### config.mk
export PLATFORM = sky130hd
export DESIGN_NAME = fetch_sequencer
export DESIGN_NICKNAME = d
export VERILOG_FILES = /design/src/rtl/fetch_sequencer.sv
export SDC_FILE = /design/constraint.sdc
export NUM_CORES = 1
export LEC_CHECK = 0
export BUFFER_PORTS_ARGS = -buffer_cell sky130_fd_sc_hd__buf_4
export CORE_MARGIN = 5
export CORE_UTILIZATION = 30
export CTS_CLUSTER_DIAMETER = 100
export DETAILED_ROUTE_END_ITERATION = 16
export SLEW_MARGIN = 5
export SYNTH_ARGS = -nofsm -noshare
export SYNTH_HDL_FRONTEND = slang
export SYNTH_SLANG_ARGS = --single-unit
### constraint.sdc
create_clock -name clk -period 5.7 [get_ports clk]
set_input_delay 1.14 -clock clk [delete_from_list [all_inputs] [get_ports clk]]
set_output_delay 1.14 -clock clk [all_outputs]
set_load 0.01 [all_outputs]
### src/rtl/fetch_sequencer.sv
// Instruction fetch sequencer: owns the PC, issues one outstanding imem fetch at a time,
// buffers DEPTH instructions toward decode. Optional macro FETCH_MISALIGN_TRAP_EN.
module fetch_sequencer #(
  parameter logic [31:0] RESET_PC = 32'h0000_0000,
  parameter int          DEPTH    = 2
) (
  input  logic        clk,
  input  logic        rst_n,
  output logic        imem_req,
  output logic [31:0] imem_addr,
  input  logic        imem_gnt,
  input  logic        imem_rvalid,
  input  logic [31:0] imem_rdata,
  input  logic        redirect_valid,
  input  logic [31:0] redirect_pc,
  output logic        if_valid,
  input  logic        if_ready,
  output logic [31:0] if_instr,
  output logic [31:0] if_pc,
  output logic        misalign,
  output logic [31:0] misalign_addr
);
  localparam int            PW   = (DEPTH > 1) ? $clog2(DEPTH) : 1;
  localparam int            CW   = $clog2(DEPTH + 1);
  localparam logic [CW-1:0] FULL = CW'(DEPTH);

  localparam logic [1:0] IDLE = 2'd0;
  localparam logic [1:0] REQ  = 2'd1;
  localparam logic [1:0] WAIT = 2'd2;
  localparam logic [1:0] DROP = 2'd3;

  typedef struct packed {
    logic [31:0] pc;
    logic [31:0] instr;
  } entry_t;

  logic [1:0]    state, state_nxt;
  logic          armed;
  logic [31:0]   fetch_pc, issued_pc, tgt;
  entry_t        q [DEPTH];
  logic [PW-1:0] rd_ptr, wr_ptr;
  logic [CW-1:0] count, count_nxt;
  logic          gnt_ok, push, pop, bad, halted, halt_nxt;

`ifdef FETCH_MISALIGN_TRAP_EN
  assign tgt = redirect_pc;
  assign bad = |redirect_pc[1:0];

  always_ff @(posedge clk or negedge rst_n) begin
    if (!rst_n) begin
      halted        <= 1'b0;
      misalign      <= 1'b0;
      misalign_addr <= '0;
    end else if (redirect_valid) begin
      halted   <= bad;
      misalign <= bad;
      if (bad) misalign_addr <= redirect_pc;
    end
  end
`else
  assign tgt           = redirect_pc & 32'hFFFF_FFFC;
  assign bad           = 1'b0;
  assign halted        = 1'b0;
  assign misalign      = 1'b0;
  assign misalign_addr = '0;
`endif

  // armed keeps imem_req low while reset is held and for the release cycle
  assign imem_req  = (state == REQ) && armed;
  assign imem_addr = fetch_pc;
  assign gnt_ok    = imem_req && imem_gnt;
  assign halt_nxt  = redirect_valid ? bad : halted;

  assign if_valid  = (count != '0);
  assign if_instr  = q[rd_ptr].instr;
  assign if_pc     = q[rd_ptr].pc;

  assign push      = (state == WAIT) && imem_rvalid && !redirect_valid;
  assign pop       = if_valid && if_ready && !redirect_valid;
  assign count_nxt = count + CW'(push) - CW'(pop);

  always_comb begin
    state_nxt = state;
    case (state)
      IDLE:
        if (redirect_valid)                  state_nxt = halt_nxt ? IDLE : REQ;
        else if (!halted && (count < FULL))  state_nxt = REQ;
      REQ:
        if (gnt_ok)                          state_nxt = redirect_valid ? DROP : WAIT;
        else if (redirect_valid)             state_nxt = halt_nxt ? IDLE : REQ;
      WAIT:
        if (imem_rvalid) begin
          if (redirect_valid)                state_nxt = halt_nxt ? IDLE : REQ;
          else                               state_nxt = (count_nxt < FULL) ? REQ : IDLE;
        end else if (redirect_valid)         state_nxt = DROP;
      DROP:
        // the flushed fetch must drain before anything new goes out
        if (imem_rvalid)                     state_nxt = halt_nxt ? IDLE : REQ;
      default:                               state_nxt = REQ;
    endcase
  end

  always_ff @(posedge clk or negedge rst_n) begin
    if (!rst_n) begin
      state     <= REQ;
      armed     <= 1'b0;
      fetch_pc  <= RESET_PC;
      issued_pc <= '0;
    end else begin
      armed <= 1'b1;
      state <= state_nxt;
      if (redirect_valid)  fetch_pc <= tgt;
      else if (gnt_ok)     fetch_pc <= fetch_pc + 32'd4;
      if (gnt_ok)          issued_pc <= fetch_pc;
    end
  end

  always_ff @(posedge clk or negedge rst_n) begin
    if (!rst_n) begin
      for (int i = 0; i < DEPTH; i++) q[i] <= '0;
      rd_ptr <= '0;
      wr_ptr <= '0;
      count  <= '0;
    end else if (redirect_valid) begin
      rd_ptr <= '0;
      wr_ptr <= '0;
      count  <= '0;
    end else begin
      if (push) begin
        q[wr_ptr] <= '{pc: issued_pc, instr: imem_rdata};
        wr_ptr    <= wr_ptr + 1'b1;
      end
      if (pop) rd_ptr <= rd_ptr + 1'b1;
      count <= count_nxt;
    end
  end
endmodule

# Yosys cells after proc, flatten, opt, wreduce, memory -nomap -nowiden
# Cells that the tools add are included.
[op_classes]
n_reduce_logical = 15
add_sub_neg = 5
mux = 24
eq_ne = 7
n_lt_le_gt_ge = 5
n_bitwise = 3
[ops]
columns = ["op", "count"]
rows = [
  ["64-bit two-way mux", 4],
  ["128-bit bitwise mux", 1],
  ["64-bit demux with 1-bit select", 1],
  ["32-bit two-way mux", 2],
  ["32-bit by 3-bit adder with 32-bit output, second input constant", 1],
  ["2-bit two-way mux", 8],
  ["3-bit != test, second input constant", 3],
  ["2-bit case mux with 4 select lines", 1],
  ["2-bit nonzero test", 4],
  ["1-bit logical AND", 7],
  ["1-bit two-way mux", 7],
  ["2-bit == test, second input constant", 2],
  ["2-bit >= comparator, second input constant", 2],
  ["2-bit < comparator, second input constant", 2],
  ["1-bit inverter with 2-bit output", 2],
  ["4-bit AND reduction", 1],
  ["1-bit adder, second input constant", 2],
  ["2-bit by 1-bit adder with 2-bit output", 1],
  ["2-bit by 1-bit == test with 1-bit output, second input constant", 1],
  ["2-bit zero test", 1],
  ["2-bit by 1-bit < comparator with 1-bit output, second input constant", 1],
  ["2-bit != test, second input constant", 1],
  ["2-bit AND reduction", 1],
  ["2-bit by 1-bit subtractor with 2-bit output", 1],
  ["other kinds (2)", 2],
]
[totals]
out_inout_bits = 131
register_bits = 199

# Logic depth before layout (Yosys ltp)
[logic_depth]
ltp_word = 10
ltp_mapped = 10

# Least setup slack after synthesis
# No wires, ideal clock.
[synth_timing]
kind = "input port to flip-flop"
start = "in redirect_valid"
end = "reg state[0]"
path_slack_ns = 2.732
setup_time_ns = 0.082
n_path_buf = 2
path_stages = 10
arrival_ns = 2.886
cell_sequence = "clkbuf_1 > clkbuf_1 > nor2_1 > ha_1 > inv_1 > ha_1 > xnor3_1 > o31ai_1 > nand3_1 > mux2_2"
[synth_via]
elab_chain_cells = 9
word_cells_on_any_way = 17
cone_classes = "add/sub: 2; order compare: 1; eq/ne: 3; mux: 7; reduce/logical: 4"
[synth_lines]
columns = ["item", "line_no", "text"]
rows = [
  ["start, declared", "14", "input logic redirect_valid,"],
  ["1-bit zero test", "78, 79", ""],
  ["1-bit logical AND", "78", "assign push = (state == WAIT) && imem_rvalid && !redirect_valid;"],
  ["2-bit by 1-bit adder with 2-bit output", "80", "assign count_nxt = count + CW'(push) - CW'(pop);"],
  ["2-bit by 1-bit subtractor with 2-bit output", "80", ""],
  ["2-bit < comparator", "94", "else state_nxt = (count_nxt < FULL) ? REQ : IDLE;"],
  ["1-bit two-way mux", "94", ""],
  ["1-bit two-way mux", "93", "if (redirect_valid) state_nxt = halt_nxt ? IDLE : REQ;"],
  ["2-bit two-way mux", "92", "if (imem_rvalid) begin"],
  ["2-bit case mux with 4 select lines", "84", "case (state)"],
  ["end signal, assigned", "111", "state <= state_nxt;"],
  ["end, declared", "37", "logic [1:0] state, state_nxt;"],
]
# Parallel ways exist; a longest one is shown, timed or not.
# A chain may end at the register's enable or synchronous reset.

# Worst setup path after layout
[layout_timing]
start = "reg rd_ptr"
end = "out if_instr[13]"
[layout_via]
elab_chain_cells = 4
[layout_lines]
columns = ["item", "line_no", "text"]
rows = [
  ["start, declared", "41", "logic [PW-1:0] rd_ptr, wr_ptr;"],
  ["start signal, assigned", "133", "if (pop) rd_ptr <= rd_ptr + 1'b1;"],
  ["1-bit inverter with 2-bit output (implied by the code)", "75", "assign if_instr = q[rd_ptr].instr;"],
  ["64-bit two-way mux (3 in series)", "--", ""],
  ["end, declared", "18", "output logic [31:0] if_instr,"],
]
# Every way passes these cells. The select of a mux whose other input is x is not followed.

==> flow_metrics.env <==
export IMPL_drive_gt1_share_pct=43.8
export IMPL_synthesis_area_um2=8860
export IMPL_insertion_delay_ps=430
export IMPL_crit_path_start_kind="flop"
export IMPL_fmax_mhz=267
export IMPL_synth_cell_type_count=36
export IMPL_rows=63
export IMPL_cts_buffer_depth=2
export IMPL_root_buffer="clkbuf_16"
export IMPL_avgSynthCellArea_um2=12.0
export IMPL_cts_hold_buf=0
export IMPL_crit_type="flop to output port"
export IMPL_clkTransAtPathRegs_ps=80
export IMPL_cts_htree_levels=4
export IMPL_globalplace_congestion=0.784
export IMPL_io_pins=201
export IMPL_vias=5956
export IMPL_antenna_found_initial=0
export IMPL_finalSetupViolCount=0
export IMPL_post_cts_repair_setup_buffers=0
export IMPL_syn2layout_area_growth_pct=23.2
export IMPL_rsz0062_at_grt="no"
export IMPL_grt_max_degree=101
export IMPL_die_x_um=182
export IMPL_whs_path_depth=2
export IMPL_synthTopCellsByArea="dfrtp_1 54%, mux2_2 24%, nand2_1 4.6%, buf_4 3.1%, o31ai_1 1.4%"
export IMPL_final_cells=1288
export IMPL_synth_top_area_share_pct=53.7
export IMPL_drt_wl_total_um=21200
export IMPL_dr_pass1_iters=5
export IMPL_vias_per_cell=4.62
export IMPL_fin_nets=962
export IMPL_cts_tree="done"
export IMPL_ys_warn_count=0
export IMPL_start_util_pct=30.1
export IMPL_maxCapViolCount=0
export IMPL_antennaDiodeCount=0
export IMPL_cts_resized=0
export IMPL_core_area_um2=29400
export IMPL_total_leakage_power_uw=0.00536
export IMPL_drt_iter0_drc=275
export IMPL_relSlewSlack_pct=23.7
export IMPL_grt_pass1_vias=6109
export IMPL_dp_cells=1256
export IMPL_slew_violations=0
export IMPL_synth_cells=737
export IMPL_cp_required_ps=4560
export IMPL_power_density_nw_per_um2=387
export IMPL_layout_commonest_cell="dfrtp_1"
export IMPL_synthFlopType="dfrtp_1"
export IMPL_grtUsageTotal_pct=12.8
export IMPL_floorplan_die_area_um2=33100
export IMPL_fin_tns_setup_ps=0
export IMPL_cp_end_kind="output port"
export IMPL_r2r_cells=5
export IMPL_path_max_fanout=40
export IMPL_hp_class="flop to flop"
export IMPL_dpl_hpwl_um=14400
export IMPL_outcome="completed"
export IMPL_io_buffer_count=161
export IMPL_yosysSeqAreaShare_pct=54.0
export IMPL_async_reset_ff_share_pct=100
export IMPL_post_route_min_period_ps=3750
export IMPL_worst_pin_slew_ps=1150
export IMPL_synth_largest_area_cell="dfrtp_1"
export IMPL_grt_pass1_wl_um=33700
export IMPL_skew_ps=12.5
export IMPL_cts_buffers=17
export IMPL_hold_violations=0
export IMPL_crit_arrival_ps=2610
export IMPL_peakVddDrop_v=0.000196
export IMPL_drc=0
export IMPL_cts_sinks=191
export IMPL_final_cell_mix="189 x dfrtp_1, 187 x mux2_2, 166 x buf_4, 109 x nand2_1, 38 x conb_1"
export IMPL_antenna_left=0
export IMPL_synth_edf_count=0
export IMPL_wire_per_inst_um=16.5
export IMPL_synth_seq_cells=191
export IMPL_die_y_um=182
export IMPL_min_period_over_period_pct=65.8
export IMPL_hold_slack_ps=496
export IMPL_overflow=0
[final cells by class]
cell class	instances	area, um^2
fill	2917	18500
sequential	191	4780
multi-input combinational	497	3750
timing repair buffer	169	1300
tap	390	488
clock buffer	20	447
clock inverter	12	111
inverter	9	33.8
[cells in the mapped netlist, types with 3 or more instances]
| cell type | count |
|---|---|
| dfrtp_1 | 190 |
| or4_1 | 17 |
| nand2_1 | 109 |
| clkbuf_1 | 33 |
| o21ai_0 | 18 |
| a31oi_1 | 17 |
| mux2_2 | 187 |
| nor3_1 | 3 |
| nand4_1 | 7 |
| ha_1 | 7 |
| nor4_1 | 4 |
| xor2_1 | 4 |
| nand3_1 | 14 |
| and3_1 | 5 |
| inv_1 | 9 |
| buf_4 | 37 |
| o31ai_1 | 17 |
| nor2_1 | 23 |
| buf_1 | 4 |
| xnor2_1 | 9 |
[critical path, stage by stage (launching register included)]
cell and delay [ps]:
dfrtp_2 1130, buf_4 490, mux2_2 390, buf_4 150
[per-stage QoR]
| step | cell area (um^2) | power, uW | utilization [%] | setup slack, ps |
|---|---|---|---|---|
| global placement | 10400 | 3110 | 35.2 | 2240 |
| finish | 10900 | 4230 | 37.1 | 1950 |
| CTS | 10900 | 4300 | 37.1 | 1870 |
| detailed placement | 10400 | 3140 | 35.2 | 2240 |
| global route | 10900 | 4490 | 37.1 | 1790 |
| floorplan | 8990 | 2570 | - | 2730 |
[report_power, final]
group | switching, uW | internal (uW)
sequential | 209 | 1680
clock | 525 | 617
combinational | 533 | 666
[kinds of logic after synthesis]
kind of cell	Yosys count	share of synthesized area, %
AOI/OAI and AO/OA	55	3.94
xor gates and xnor gates	14	1.54
adders and majority gates	7	0.989
buffers and inverters	85	5.27
DFF	191	54.0
muxes	189	24.0
other	2	0.0848
and+or+nand+nor	194	10.2
[final timing paths]
check / to / start / slack [ps]
hold / removal: issued_pc[11] / issued_pc[11] / 500
max in group asynchronous: q[74] / rst_n / 3760
hold reg to reg: issued_pc[11] / issued_pc[11] / 500
setup reg to reg: imem_addr[14] / state[0] / 3230
setup / recovery: if_instr[13] / rd_ptr / 1950
min in group asynchronous: imem_addr[23] / rst_n / 760
[layer usage]
layer	GRT usage, %	vias to the layer above	part of all wire [%]	wire length (um)
met4	4.56	0	2.3	495
met1	17.6	2944	47	9930
met2	19.8	168	46	9730
met3	3.10	28	5.0	1060
met5	0	-	0	0
li1	-	2816	-	-
[flip-flops by register name, summed over array words and instances (netlist names)]
register / cells
state: 2
wr_ptr: 1
imem_addr: 30
q: 124
issued_pc: 30
armed: 1
count: 2
rd_ptr: 1
No activity file was read; power rests on OpenSTA's default activity.
